File: config.mk
export PLATFORM = sky130hd
export DESIGN_NAME = io_port_bank
export DESIGN_NICKNAME = d
export VERILOG_FILES = /design/src/rtl/io_port_pkg.sv /design/src/rtl/io_port_chan.sv /design/src/rtl/io_port_bank.sv
export SDC_FILE = /design/constraint.sdc
export NUM_CORES = 1
export LEC_CHECK = 0
export BUFFER_PORTS_ARGS = -buffer_cell sky130_fd_sc_hd__buf_2
export CORE_ASPECT_RATIO = 1.25
export CORE_MARGIN = 4
export CORE_UTILIZATION = 30
export DETAILED_ROUTE_END_ITERATION = 8
export PLACE_DENSITY = 0.52
export REMOVE_ABC_BUFFERS = 1
export SETUP_SLACK_MARGIN = 0.3
export SKIP_CTS_REPAIR_TIMING = 1
export SYNTH_ARGS = -nofsm -noshare
export SYNTH_HDL_FRONTEND = slang
export SYNTH_HIERARCHICAL = 1
export SYNTH_SLANG_ARGS = --single-unit
File: constraint.sdc
create_clock -name clk -period 1.9 [get_ports clk]
set_input_delay 0.285 -clock clk [delete_from_list [all_inputs] [get_ports clk]]
set_output_delay 0.285 -clock clk [all_outputs]
set_load 0.1 [all_outputs]
File: src/rtl/io_port_pkg.sv
// io_port_pkg: shared constants for the io_port_bank GPIO slice.
// Register indices, reset levels and the channel-address width helper.
package io_port_pkg;

  localparam logic [2:0] REG_OUT    = 3'd0;
  localparam logic [2:0] REG_DIR    = 3'd1;
  localparam logic [2:0] REG_IN     = 3'd2;
  localparam logic [2:0] REG_MASK   = 3'd3;
  localparam logic [2:0] REG_PEND   = 3'd4;
  localparam logic [2:0] REG_TOGGLE = 3'd5;

  // Per-bit reset levels, replicated to WIDTH where used.
  localparam logic RST_OUT  = 1'b0;
  localparam logic RST_DIR  = 1'b0;
  localparam logic RST_MASK = 1'b0;
  localparam logic RST_PEND = 1'b0;
  localparam logic RST_SYNC = 1'b0;

  // Channel field width: max(1, clog2(n)).
  function automatic int ch_aw(input int n);
    int w;
    w = $clog2(n);
    return (w < 1) ? 1 : w;
  endfunction

endpackage

File: src/rtl/io_port_chan.sv
// io_port_chan: one GPIO channel (OUT, DIR, input synchroniser,
// optional edge/PEND/MASK when IO_PORT_EDGE_IRQ_EN is defined).
// Ports: clk, rst (async, high), clr, freeze, we (channel-decoded),
//   reg_idx, wdata, cap_en, pad_i -> out_o, dir_o, rdata_o, irq_bits_o.
module io_port_chan
  import io_port_pkg::*;
#(
  parameter int WIDTH       = 8,
  parameter int SYNC_STAGES = 2
) (
  input  logic             clk,
  input  logic             rst,
  input  logic             clr,
  input  logic             freeze,
  input  logic             we,
  input  logic             cap_en,
  input  logic [2:0]       reg_idx,
  input  logic [WIDTH-1:0] wdata,
  input  logic [WIDTH-1:0] pad_i,
  output logic [WIDTH-1:0] out_o,
  output logic [WIDTH-1:0] dir_o,
  output logic [WIDTH-1:0] rdata_o,
  output logic [WIDTH-1:0] irq_bits_o
);

  logic [WIDTH-1:0] out_q;
  logic [WIDTH-1:0] out_d;
  logic [WIDTH-1:0] dir_q;
  logic [WIDTH-1:0] dir_d;
  logic [SYNC_STAGES-1:0][WIDTH-1:0] sync_q;
  logic [SYNC_STAGES-1:0][WIDTH-1:0] sync_d;
  logic [WIDTH-1:0] in_w;
  logic [WIDTH-1:0] mask_w;
  logic [WIDTH-1:0] pend_w;
  logic wr_out;
  logic wr_dir;
  logic wr_tog;

  assign in_w   = sync_q[SYNC_STAGES-1];
  assign wr_out = we && !freeze && (reg_idx == REG_OUT);
  assign wr_dir = we && !freeze && (reg_idx == REG_DIR);
  assign wr_tog = we && !freeze && (reg_idx == REG_TOGGLE);

  // Bus write beats capture; freeze drops both.
  always_comb begin
    out_d  = out_q;
    dir_d  = dir_q;
    sync_d = {sync_q[SYNC_STAGES-2:0], pad_i};
    if (cap_en && !freeze) out_d = in_w;
    if (wr_out) out_d = wdata;
    if (wr_tog) out_d = out_q ^ wdata;
    if (wr_dir) dir_d = wdata;
    if (clr) begin
      out_d  = {WIDTH{RST_OUT}};
      dir_d  = {WIDTH{RST_DIR}};
      sync_d = {(SYNC_STAGES*WIDTH){RST_SYNC}};
    end
  end

  always_ff @(posedge clk or posedge rst) begin
    if (rst) begin
      out_q  <= {WIDTH{RST_OUT}};
      dir_q  <= {WIDTH{RST_DIR}};
      sync_q <= {(SYNC_STAGES*WIDTH){RST_SYNC}};
    end else begin
      out_q  <= out_d;
      dir_q  <= dir_d;
      sync_q <= sync_d;
    end
  end

`ifdef IO_PORT_EDGE_IRQ_EN
  logic [WIDTH-1:0] mask_q;
  logic [WIDTH-1:0] mask_d;
  logic [WIDTH-1:0] pend_q;
  logic [WIDTH-1:0] pend_d;
  logic [WIDTH-1:0] prev_q;
  logic [WIDTH-1:0] prev_d;
  logic [WIDTH-1:0] rise_w;
  logic wr_mask;
  logic wr_pend;

  assign wr_mask = we && !freeze && (reg_idx == REG_MASK);
  assign wr_pend = we && !freeze && (reg_idx == REG_PEND);
  assign rise_w  = in_w & ~prev_q;

  // Set is applied after the W1C so a coincident edge survives.
  always_comb begin
    prev_d = in_w;
    mask_d = mask_q;
    pend_d = pend_q;
    if (wr_mask) mask_d = wdata;
    if (wr_pend) pend_d = pend_q & ~wdata;
    pend_d = pend_d | (rise_w & mask_q);
    if (clr) begin
      prev_d = {WIDTH{RST_SYNC}};
      mask_d = {WIDTH{RST_MASK}};
      pend_d = {WIDTH{RST_PEND}};
    end
  end

  always_ff @(posedge clk or posedge rst) begin
    if (rst) begin
      prev_q <= {WIDTH{RST_SYNC}};
      mask_q <= {WIDTH{RST_MASK}};
      pend_q <= {WIDTH{RST_PEND}};
    end else begin
      prev_q <= prev_d;
      mask_q <= mask_d;
      pend_q <= pend_d;
    end
  end

  assign mask_w = mask_q;
  assign pend_w = pend_q;
`else
  assign mask_w = {WIDTH{RST_MASK}};
  assign pend_w = {WIDTH{RST_PEND}};
`endif

  always_comb begin
    rdata_o = '0;
    case (reg_idx)
      REG_OUT:  rdata_o = out_q;
      REG_DIR:  rdata_o = dir_q;
      REG_IN:   rdata_o = in_w;
      REG_MASK: rdata_o = mask_w;
      REG_PEND: rdata_o = pend_w;
      default:  rdata_o = '0;
    endcase
  end

  assign out_o      = out_q;
  assign dir_o      = dir_q;
  assign irq_bits_o = pend_w & mask_w;

endmodule

File: src/rtl/io_port_bank.sv
// io_port_bank: multi-channel GPIO bank on the 8-bit CPU bus.
// Ports: clk, rst (async, high), clr, prog_mode, addr {ch,idx},
//   wr_en, rd_en, data_in -> data_out/rd_valid; cap_en, pad_i
//   -> pad_o/pad_oe; irq. Edge IRQs need IO_PORT_EDGE_IRQ_EN.
module io_port_bank
  import io_port_pkg::*;
#(
  parameter int WIDTH       = 8,
  parameter int CHANNELS    = 4,
  parameter int SYNC_STAGES = 2,
  localparam int CH_AW      = ch_aw(CHANNELS)
) (
  input  logic                      clk,
  input  logic                      rst,
  input  logic                      clr,
  input  logic                      prog_mode,
  input  logic [CH_AW+2:0]          addr,
  input  logic                      wr_en,
  input  logic                      rd_en,
  input  logic [WIDTH-1:0]          data_in,
  output logic [WIDTH-1:0]          data_out,
  output logic                      rd_valid,
  input  logic [CHANNELS-1:0]       cap_en,
  input  logic [CHANNELS*WIDTH-1:0] pad_i,
  output logic [CHANNELS*WIDTH-1:0] pad_o,
  output logic [CHANNELS*WIDTH-1:0] pad_oe,
  output logic                      irq
);

  logic [CH_AW-1:0] ch_sel;
  logic [2:0]       reg_idx;
  logic [CHANNELS-1:0] ch_we;
  logic [WIDTH-1:0] ch_rdata [CHANNELS];
  logic [CHANNELS*WIDTH-1:0] irq_bits;
  logic [WIDTH-1:0] rdata_w;
  logic [WIDTH-1:0] data_out_q;
  logic [WIDTH-1:0] data_out_d;
  logic rd_valid_q;
  logic rd_valid_d;
  logic irq_q;
  logic irq_d;

  assign ch_sel  = addr[CH_AW+2:3];
  assign reg_idx = addr[2:0];

  // Channel fields past CHANNELS match no instance: writes drop.
  for (genvar i = 0; i < CHANNELS; i++) begin : g_chan
    assign ch_we[i] = wr_en && (ch_sel == CH_AW'(i));

    io_port_chan #(
      .WIDTH      (WIDTH),
      .SYNC_STAGES(SYNC_STAGES)
    ) u_chan (
      .clk       (clk),
      .rst       (rst),
      .clr       (clr),
      .freeze    (prog_mode),
      .we        (ch_we[i]),
      .cap_en    (cap_en[i]),
      .reg_idx   (reg_idx),
      .wdata     (data_in),
      .pad_i     (pad_i[i*WIDTH +: WIDTH]),
      .out_o     (pad_o[i*WIDTH +: WIDTH]),
      .dir_o     (pad_oe[i*WIDTH +: WIDTH]),
      .rdata_o   (ch_rdata[i]),
      .irq_bits_o(irq_bits[i*WIDTH +: WIDTH])
    );
  end

  // Out-of-range reads fall through to zero.
  always_comb begin
    rdata_w = '0;
    for (int i = 0; i < CHANNELS; i++) begin
      if (ch_sel == CH_AW'(i)) rdata_w = ch_rdata[i];
    end
  end

  always_comb begin
    data_out_d = rd_en ? rdata_w : data_out_q;
    rd_valid_d = rd_en;
    irq_d      = |irq_bits;
    if (clr) begin
      data_out_d = '0;
      rd_valid_d = 1'b0;
      irq_d      = 1'b0;
    end
  end

  always_ff @(posedge clk or posedge rst) begin
    if (rst) begin
      data_out_q <= '0;
      rd_valid_q <= 1'b0;
      irq_q      <= 1'b0;
    end else begin
      data_out_q <= data_out_d;
      rd_valid_q <= rd_valid_d;
      irq_q      <= irq_d;
    end
  end

  assign data_out = data_out_q;
  assign rd_valid = rd_valid_q;
  assign irq      = irq_q;

endmodule
==> results of run 1 <==
-- power groups by stage --
stage               logic, mW  registers, mW  clock network, mW
floorplan               0.299           3.30                  0
global placement        0.917           3.14                  0
detailed placement      0.924           3.13                  0
CTS                     0.927           3.08               3.43
global route             1.04           3.09               3.56
finish                  0.957           3.08               3.34
-- flip-flops by register name (all words and copies together) (netlist names) --
| register | cells |
|---|---|
| data_out | 8 |
| g_chan.u_chan/dir_o | 32 |
| g_chan.u_chan/in_w | 32 |
| g_chan.u_chan/out_o | 32 |
| g_chan.u_chan/sync_q | 32 |
| irq | 1 |
| rd_valid | 1 |
-- kinds of logic (layout without fill, tap and decap cells) --
| group | Yosys count | after routing | synth area share |
|---|---|---|---|
| DFF | 138 | 138 | 0.453 |
| xor gates and xnor gates | 4 | 4 | 0.00459 |
| and+or+nand+nor | 317 | 317 | 0.227 |
| buffers and inverters | 96 | 248 | 0.0670 |
| AOI/OAI and AO/OA | 165 | 165 | 0.133 |
| muxes | 76 | 76 | 0.114 |
| other | 4 | 32 | 0.00197 |
-- path summary, 6_finish.rpt --
| path | from | endpoint | slack, ps | depth (start not counted) |
|---|---|---|---|---|
| setup / recovery | g_chan[2].u_chan/out_o[7]$_DFFE_PP0P_ | data_out[7]$_DFFE_PP0P_ | 210 | 6 |
| hold / removal | pad_i[16] | g_chan[2].u_chan/sync_q[0]$_DFF_PP0_ | 70 | 2 |
| setup reg to reg | g_chan[2].u_chan/out_o[7]$_DFFE_PP0P_ | data_out[7]$_DFFE_PP0P_ | 210 | 6 |
| hold reg to reg | g_chan[2].u_chan/sync_q[3]$_DFF_PP0_ | g_chan[2].u_chan/in_w[3]$_DFF_PP0_ | 460 | 1 |
| max in group asynchronous | rst | g_chan[3].u_chan/sync_q[3]$_DFF_PP0_ | 880 | 4 |
| min in group asynchronous | rst | g_chan[3].u_chan/dir_o[2]$_DFFE_PP0P_ | 390 | 3 |
-- layout make-up --
type	instances	area, um2
clock buffer	21	460
fill	2534	15400
clock inverter	9	123
inverter	5	18.8
multi-input combinational	594	3820
tap	335	419
sequential	138	3460
timing repair buffer	213	1450
-- metal layers --
layer | wire length, um | global-route usage
met2 | 11700 | 0.288
met3 | 1860 | 0.0543
met4 | 665 | 0.0642
met1 | 9810 | 0.212
met5 | 13 | 0
-- synth_stat cells, types with 2 or more instances --
cell | number | area (um2)
dfrtp_1 | 138 | 3450
nor2_1 | 106 | 398
nor2b_1 | 77 | 482
mux2i_1 | 68 | 681
a21oi_1 | 65 | 325
o21ai_0 | 44 | 220
buf_4 | 36 | 270
clkbuf_1 | 36 | 135
nand2_1 | 29 | 109
nor3b_1 | 25 | 188
and3_1 | 20 | 125
o31ai_1 | 20 | 150
nand3b_1 | 16 | 120
buf_1 | 12 | 45.0
a21o_1 | 8 | 60.1
a22o_1 | 8 | 70.1
a32o_1 | 8 | 80.1
nand3_1 | 8 | 40.0
nor4_1 | 8 | 50.1
buf_2 | 6 | 30.0
mux4_2 | 6 | 135
inv_1 | 5 | 18.8
a211oi_2 | 4 | 50.1
a22oi_1 | 4 | 30.0
a31oi_1 | 4 | 25.0
and2_1 | 4 | 25.0
and3b_1 | 4 | 35.0
conb_1 | 4 | 15.0
nor4bb_1 | 4 | 40.0
or2_2 | 4 | 25.0
or3_1 | 4 | 25.0
or3b_1 | 4 | 35.0
xnor2_1 | 4 | 35.0
and4_1 | 2 | 17.5
mux4_1 | 2 | 52.6
-- per-stage QoR --
stage	cells	area, um2
after global routing	1315	9740
after floorplan	737	7240
after CTS	1300	9450
final	1315	9740
after detailed placement	1270	8860
after global placement	1270	8860
-- worst max-delay path, delay by kind of cell (launching register included) --
family,cells,cell delay [ps]
flip-flops,1,400
AO/OA/AOI/OAI,2,370
AND/OR/NAND/NOR,2,150
multiplexers,2,660
==> results.md, run 1 <==
* Skew final at 6.20 ps
* Final setup vio count at 0
* Yosys warns at 6
* Vias in the first global route at 6369
* Slowest stage delay, CP at 480 ps
* Hold Crit Class: input port to register
* DR WL/cell at 18.3 um
* Most common cell after layout, fill and taps aside: dfrtp_1
* Most frequent cells in the layout: dfrtp_1 (134), nor2_1 (104), buf_4 (82)
* Die area at 0.0280 mm2
* Startpoint types: register
* Final Wtd Congestion at 0.857
* Die Wd at 151 um
* Max-Cap Viols at 0
* Slew Limit Fails at 0
* Max Clk Rate at 593 MHz
* Worst EP required at 2220 ps
* Post-synthesis average cell area at 9.53 um2
* First-pass GRT wire length at 36.6 mm
* Total power at 7.38 mW
* Status: finished, final reports clean
* Crit-path max FO at 3
* EDFF count, synth at 0
* Row cnt at 65
* Final worst-path cycle share at 0.887
* Prevailing post-synth register cell: dfrtp_1
* Yosys reg bits at 138
* Die Y at 186 um
* Synth async-reset ratio at 1.00
* Antenna violations before repair at 1
* Sequential share of power at 0.418
* Vias/cell at 4.93
* Mapped Area at 0.00762 mm2
* Clock Latency Late Sink at 430 ps
* H-tree depth at 4
* Final worst slack at 215 ps
* Aggregate global routing overflow at 0
* Sink Count at 138
* Net Switching at 1.94 mW
* Post-synthesis cell count at 800
* Leakage at 4.50 nW
* Sequential area share after synthesis at 0.453
* Share of layout cells above drive strength 1 at 0.280
* Pwr Density at 757 mW/mm2
* CTS Buf Count at 17
* Worst-Margin Slew at 719 ps
* All-layer global routing usage at 0.173
* Core Area at 0.0251 mm2
* Clock buffer depth at 2
* Critical path type: register to register
* Slowest cell on crit path: mux4_2
* 1st-iter DRT viols at 458
* Place WS at -255 ps
* Drc violations at 0
* Root buffer cell: clkbuf_16
* Setup TNS Final at 0 ps
* Initial Util at 0.303
* PortBufs at 128
* # diodes at 0
* Peak VDD IR at 0.445 mV
* Unrepaired setup endpoints after global routing: yes
* Sw Share at 0.262
* Critical path endpoint category: register
* Boundary Pins at 129
* Pint at 5.44 mW
* Largest net degree at the start of global routing at 50
* Crit-path cells: mux2i_1 > nor2_1 > a21oi_1 > nor2_1 > mux4_2 > a22o_1
* Crit path DAT at 2000 ps
* Combinational Power Share at 0.130
* Most used cell, CP: nor2_1
* Post-Route Utilization at 0.388
* Layout overhead on the synthesized area at 27.8%
* Fin nets at 1024
* Via count at 6483
* Slew HR at 0.519
* Worst hold slack at 67.8 ps
* Clk network pwr share at 0.453
* DP Wirelength at 17.4 mm
* TritonRoute pass-1 iters at 5
* Clock slew at reported path FFs at 60 ps
* Final WL at 24.0 mm
* Post-synth cell types at 38
* CTS tree: done
* Post-DRT Antenna Nets at 0
* Hold Fails Final Rpt at 0
* Period minus WS final at 1690 ps
Note: power is estimated with default switching activity, not from simulation.
==> inputs of run 2 (changes only) <==
ABC_AREA = 1   (was unset)
CAP_MARGIN = 20   (was unset)
SYNTH_HIERARCHICAL = unset   (was 1)
==> results.md, run 2 <==
* Worst path buffer plus inverter count at 1 (+1)
* Multi-input gate area at 0.00324 mm2 (-15%)
* Slew Limit Fails at 0 (unchanged)
* Slowest cell on crit path: dfrtp_1
* Crit path DAT at 1330 ps (-670 ps)
* Prevailing post-synth register cell: dfrtp_1
* Crit-path cells: clkbuf_4
* Period minus WS final at 1620 ps (-69.6 ps)
* Final Wtd Congestion at 0.936 (+9.2%)
* Leakage at 4.95 nW (+10%)
* Vias in the first global route at 6658 (+4.5%)
* Clock slew at reported path FFs at 70 ps (about the same)
* All-layer global routing usage at 0.190 (+0.0167)
* DP Wirelength at 19.2 mm (+11%)
* First-pass GRT wire length at 39.5 mm (+7.9%)
* Share of layout cells above drive strength 1 at 0.203 (-0.0761)
* Max-Cap Viols at 0 (unchanged)
* # diodes at 0 (unchanged)
* Unrepaired setup endpoints after global routing: yes
* Die area at 0.0273 mm2 (-2.6%)
* Family with the most delay on the worst path: flip-flops
* CTS Buf Count at 17 (unchanged)
* Post-DRT Antenna Nets at 0 (unchanged)
* Mapped Area at 0.00742 mm2 (-2.7%)
* Most numerous cell in the Yosys netlist: nand2_1
* Worst EP required at 1620 ps (-600 ps)
* Core Area at 0.0244 mm2 (-2.8%)
* Hold Fails Final Rpt at 0 (unchanged)
* EDFF count, synth at 0 (unchanged)
* Place WS at -2.10 ps (+252 ps)
* Yosys reg bits at 137 (-0.72%)
* Most frequent cells in the layout: nand2_1 (315), dfrtp_1 (137), inv_1 (123)
* Drc violations at 0 (unchanged)
* Share of Yosys cell area claimed by the top area cell type at 0.462 (+0.00923)
* Yosys warns at 0 (-6)
* Number of fill cells in the layout at 2600 (+2.6%)
* Fin nets at 1197 (+17%)
* Die Wd at 149 um (-1.3%)
* PortBufs at 127 (-0.78%)
* Synth area leader: dfrtp_1
* Max Clk Rate at 619 MHz (+4.3%)
* Pwr Density at 872 mW/mm2 (+15%)
* Final worst slack at 284 ps (+69.6 ps)
* Slew HR at 0.565 (+0.0457)
* Sink Count at 137 (-0.72%)
* Layout overhead on the synthesized area at 24.6%
* H-tree depth at 4 (unchanged)
* TritonRoute pass-1 iters at 7 (+2)
* Largest net degree at the start of global routing at 58 (+16%)
* Final setup vio count at 0 (unchanged)
* Register Area at 0.00343 mm2 (-0.87%)
* Skew final at 8.41 ps (+2.21 ps)
* Root buffer cell: clkbuf_16
* DR WL/cell at 17.2 um (-5.6%)
* Vias/cell at 4.56 (-7.6%)
* Post-synth cell types at 29 (-24%)
* Initial Util at 0.304 (+0.000329)
* Hold Crit Class: input port to register
* Boundary Pins at 129 (unchanged)
* Via count at 6765 (+4.3%)
* Worst-Margin Slew at 652 ps (-67.1 ps)
* 1st-iter DRT viols at 482 (+5.2%)
* Row cnt at 64 (-1.5%)
* Antenna violations before repair at 0 (-1)
* Crit-path max FO at 5 (+2)
* Synth async-reset ratio at 1.00 (unchanged)
* Aggregate global routing overflow at 0 (unchanged)
* CTS tree: done
* Die Y at 184 um (-1.3%)
* Post-synthesis cell count at 1012 (+27%)
* Setup TNS Final at 0 ps (unchanged)
* Status: finished, final reports clean
* Post-synthesis average cell area at 7.33 um2 (-23%)
* Clock Latency Late Sink at 430 ps (about the same)
* Sequential area share after synthesis at 0.462 (+0.00923)
* Critical path type: register to output pin
* Worst hold slack at 50.5 ps (-17.3 ps)
* Final worst-path cycle share at 0.850 (-0.0367)
* Clock buffer depth at 2 (unchanged)
* Final WL at 25.6 mm (+6.6%)
* Startpoint types: register
* Critical path endpoint category: output pin
* Synth top area cells: dfrtp_1 (46%), nand2_1 (16%), nand3_1 (6.5%)
* Peak VDD IR at 0.512 mV (+15%)
* Most common cell after layout, fill and taps aside: nand2_1
* Synth cell count leaders: nand2_1 (315), dfrtp_1 (137), inv_1 (124)
* Slowest stage delay, CP at 500 ps (+20 ps)
* Post-Route Utilization at 0.379 (-0.00922)
[run 2: cell count changes in the layout (fill, tap and decap cells not counted), moves of 20 or more]
| cell | change |
|---|---|
| conb_1 | -31 |
| a21oi_1 | -57 |
| inv_1 | +118 |
| nand3_1 | +89 |
| buf_4 | -56 |
| nor2b_1 | -76 |
| and3_1 | -20 |
| nor3b_1 | -24 |
| mux2i_1 | -67 |
| nand2_1 | +286 |
| o31ai_1 | -20 |
[run 2: path summary, 6_finish.rpt]
path | start | to | slack (ps) | cells past startpoint
min | pad_i[3] | g_chan[0].u_chan.sync_q[3]$_DFF_PP0_ | 50 | 3
min reg2reg | g_chan[0].u_chan.sync_q[1]$_DFF_PP0_ | g_chan[0].u_chan.in_w[1]$_DFF_PP0_ | 460 | 2
max | g_chan[3].u_chan.out_o[3]$_DFFE_PP0P_ | pad_o[27] | 280 | 1
max in group asynchronous | rst | g_chan[1].u_chan.in_w[2]$_DFF_PP0_ | 930 | 4
max reg2reg | g_chan[3].u_chan.out_o[3]$_DFFE_PP0P_ | data_out[3]$_DFFE_PP0P_ | 710 | 6
min in group asynchronous | rst | g_chan[2].u_chan.sync_q[5]$_DFF_PP0_ | 360 | 3
[run 2: cells by family (layout without fill, tap and decap cells)]
logic type                count (synthesis)  after routing  share of synthesized area
AOI/OAI and AO/OA                        78             78                     0.0594
buffers and inverters                   186            329                      0.102
and+or+nand+nor                         586            586                      0.348
DFF                                     137            137                      0.462
other                                     1              1                   0.000506
xor gates and xnor gates                 24             24                     0.0283
[run 2: stage by stage]
stage                     instance area, um2  power (mW)  cells
final                                   9250        8.06   1485
after global routing                    9250        8.40   1485
after floorplan                         7180        4.32    964
after global placement                  8530        4.86   1452
after CTS                               9100        8.09   1484
after detailed placement                8530        4.86   1452
[run 2: layer usage]
metal	routed length, um	track usage	vias up	part of all wire
met2	12100	0.307	201	0.47
met4	835	0.0739	0	0.033
met1	11500	0.255	3140	0.45
met5	0	0	-	0
li1	-	-	3387	-
met3	1090	0.0311	37	0.043
[run 2: report_power, final]
group          switching [mW]  internal [mW]
Sequential              0.158           3.07
Combinational            1.26          0.356
Clock                    1.40           1.82
[run 2: cell type report]
class                      instances  area share
clock buffer                      17      0.0460
clock inverter                    15      0.0154
tap                              330      0.0447
sequential                       137       0.371
inverter                         138      0.0567
multi-input combinational        689       0.350
timing repair buffer             159       0.116
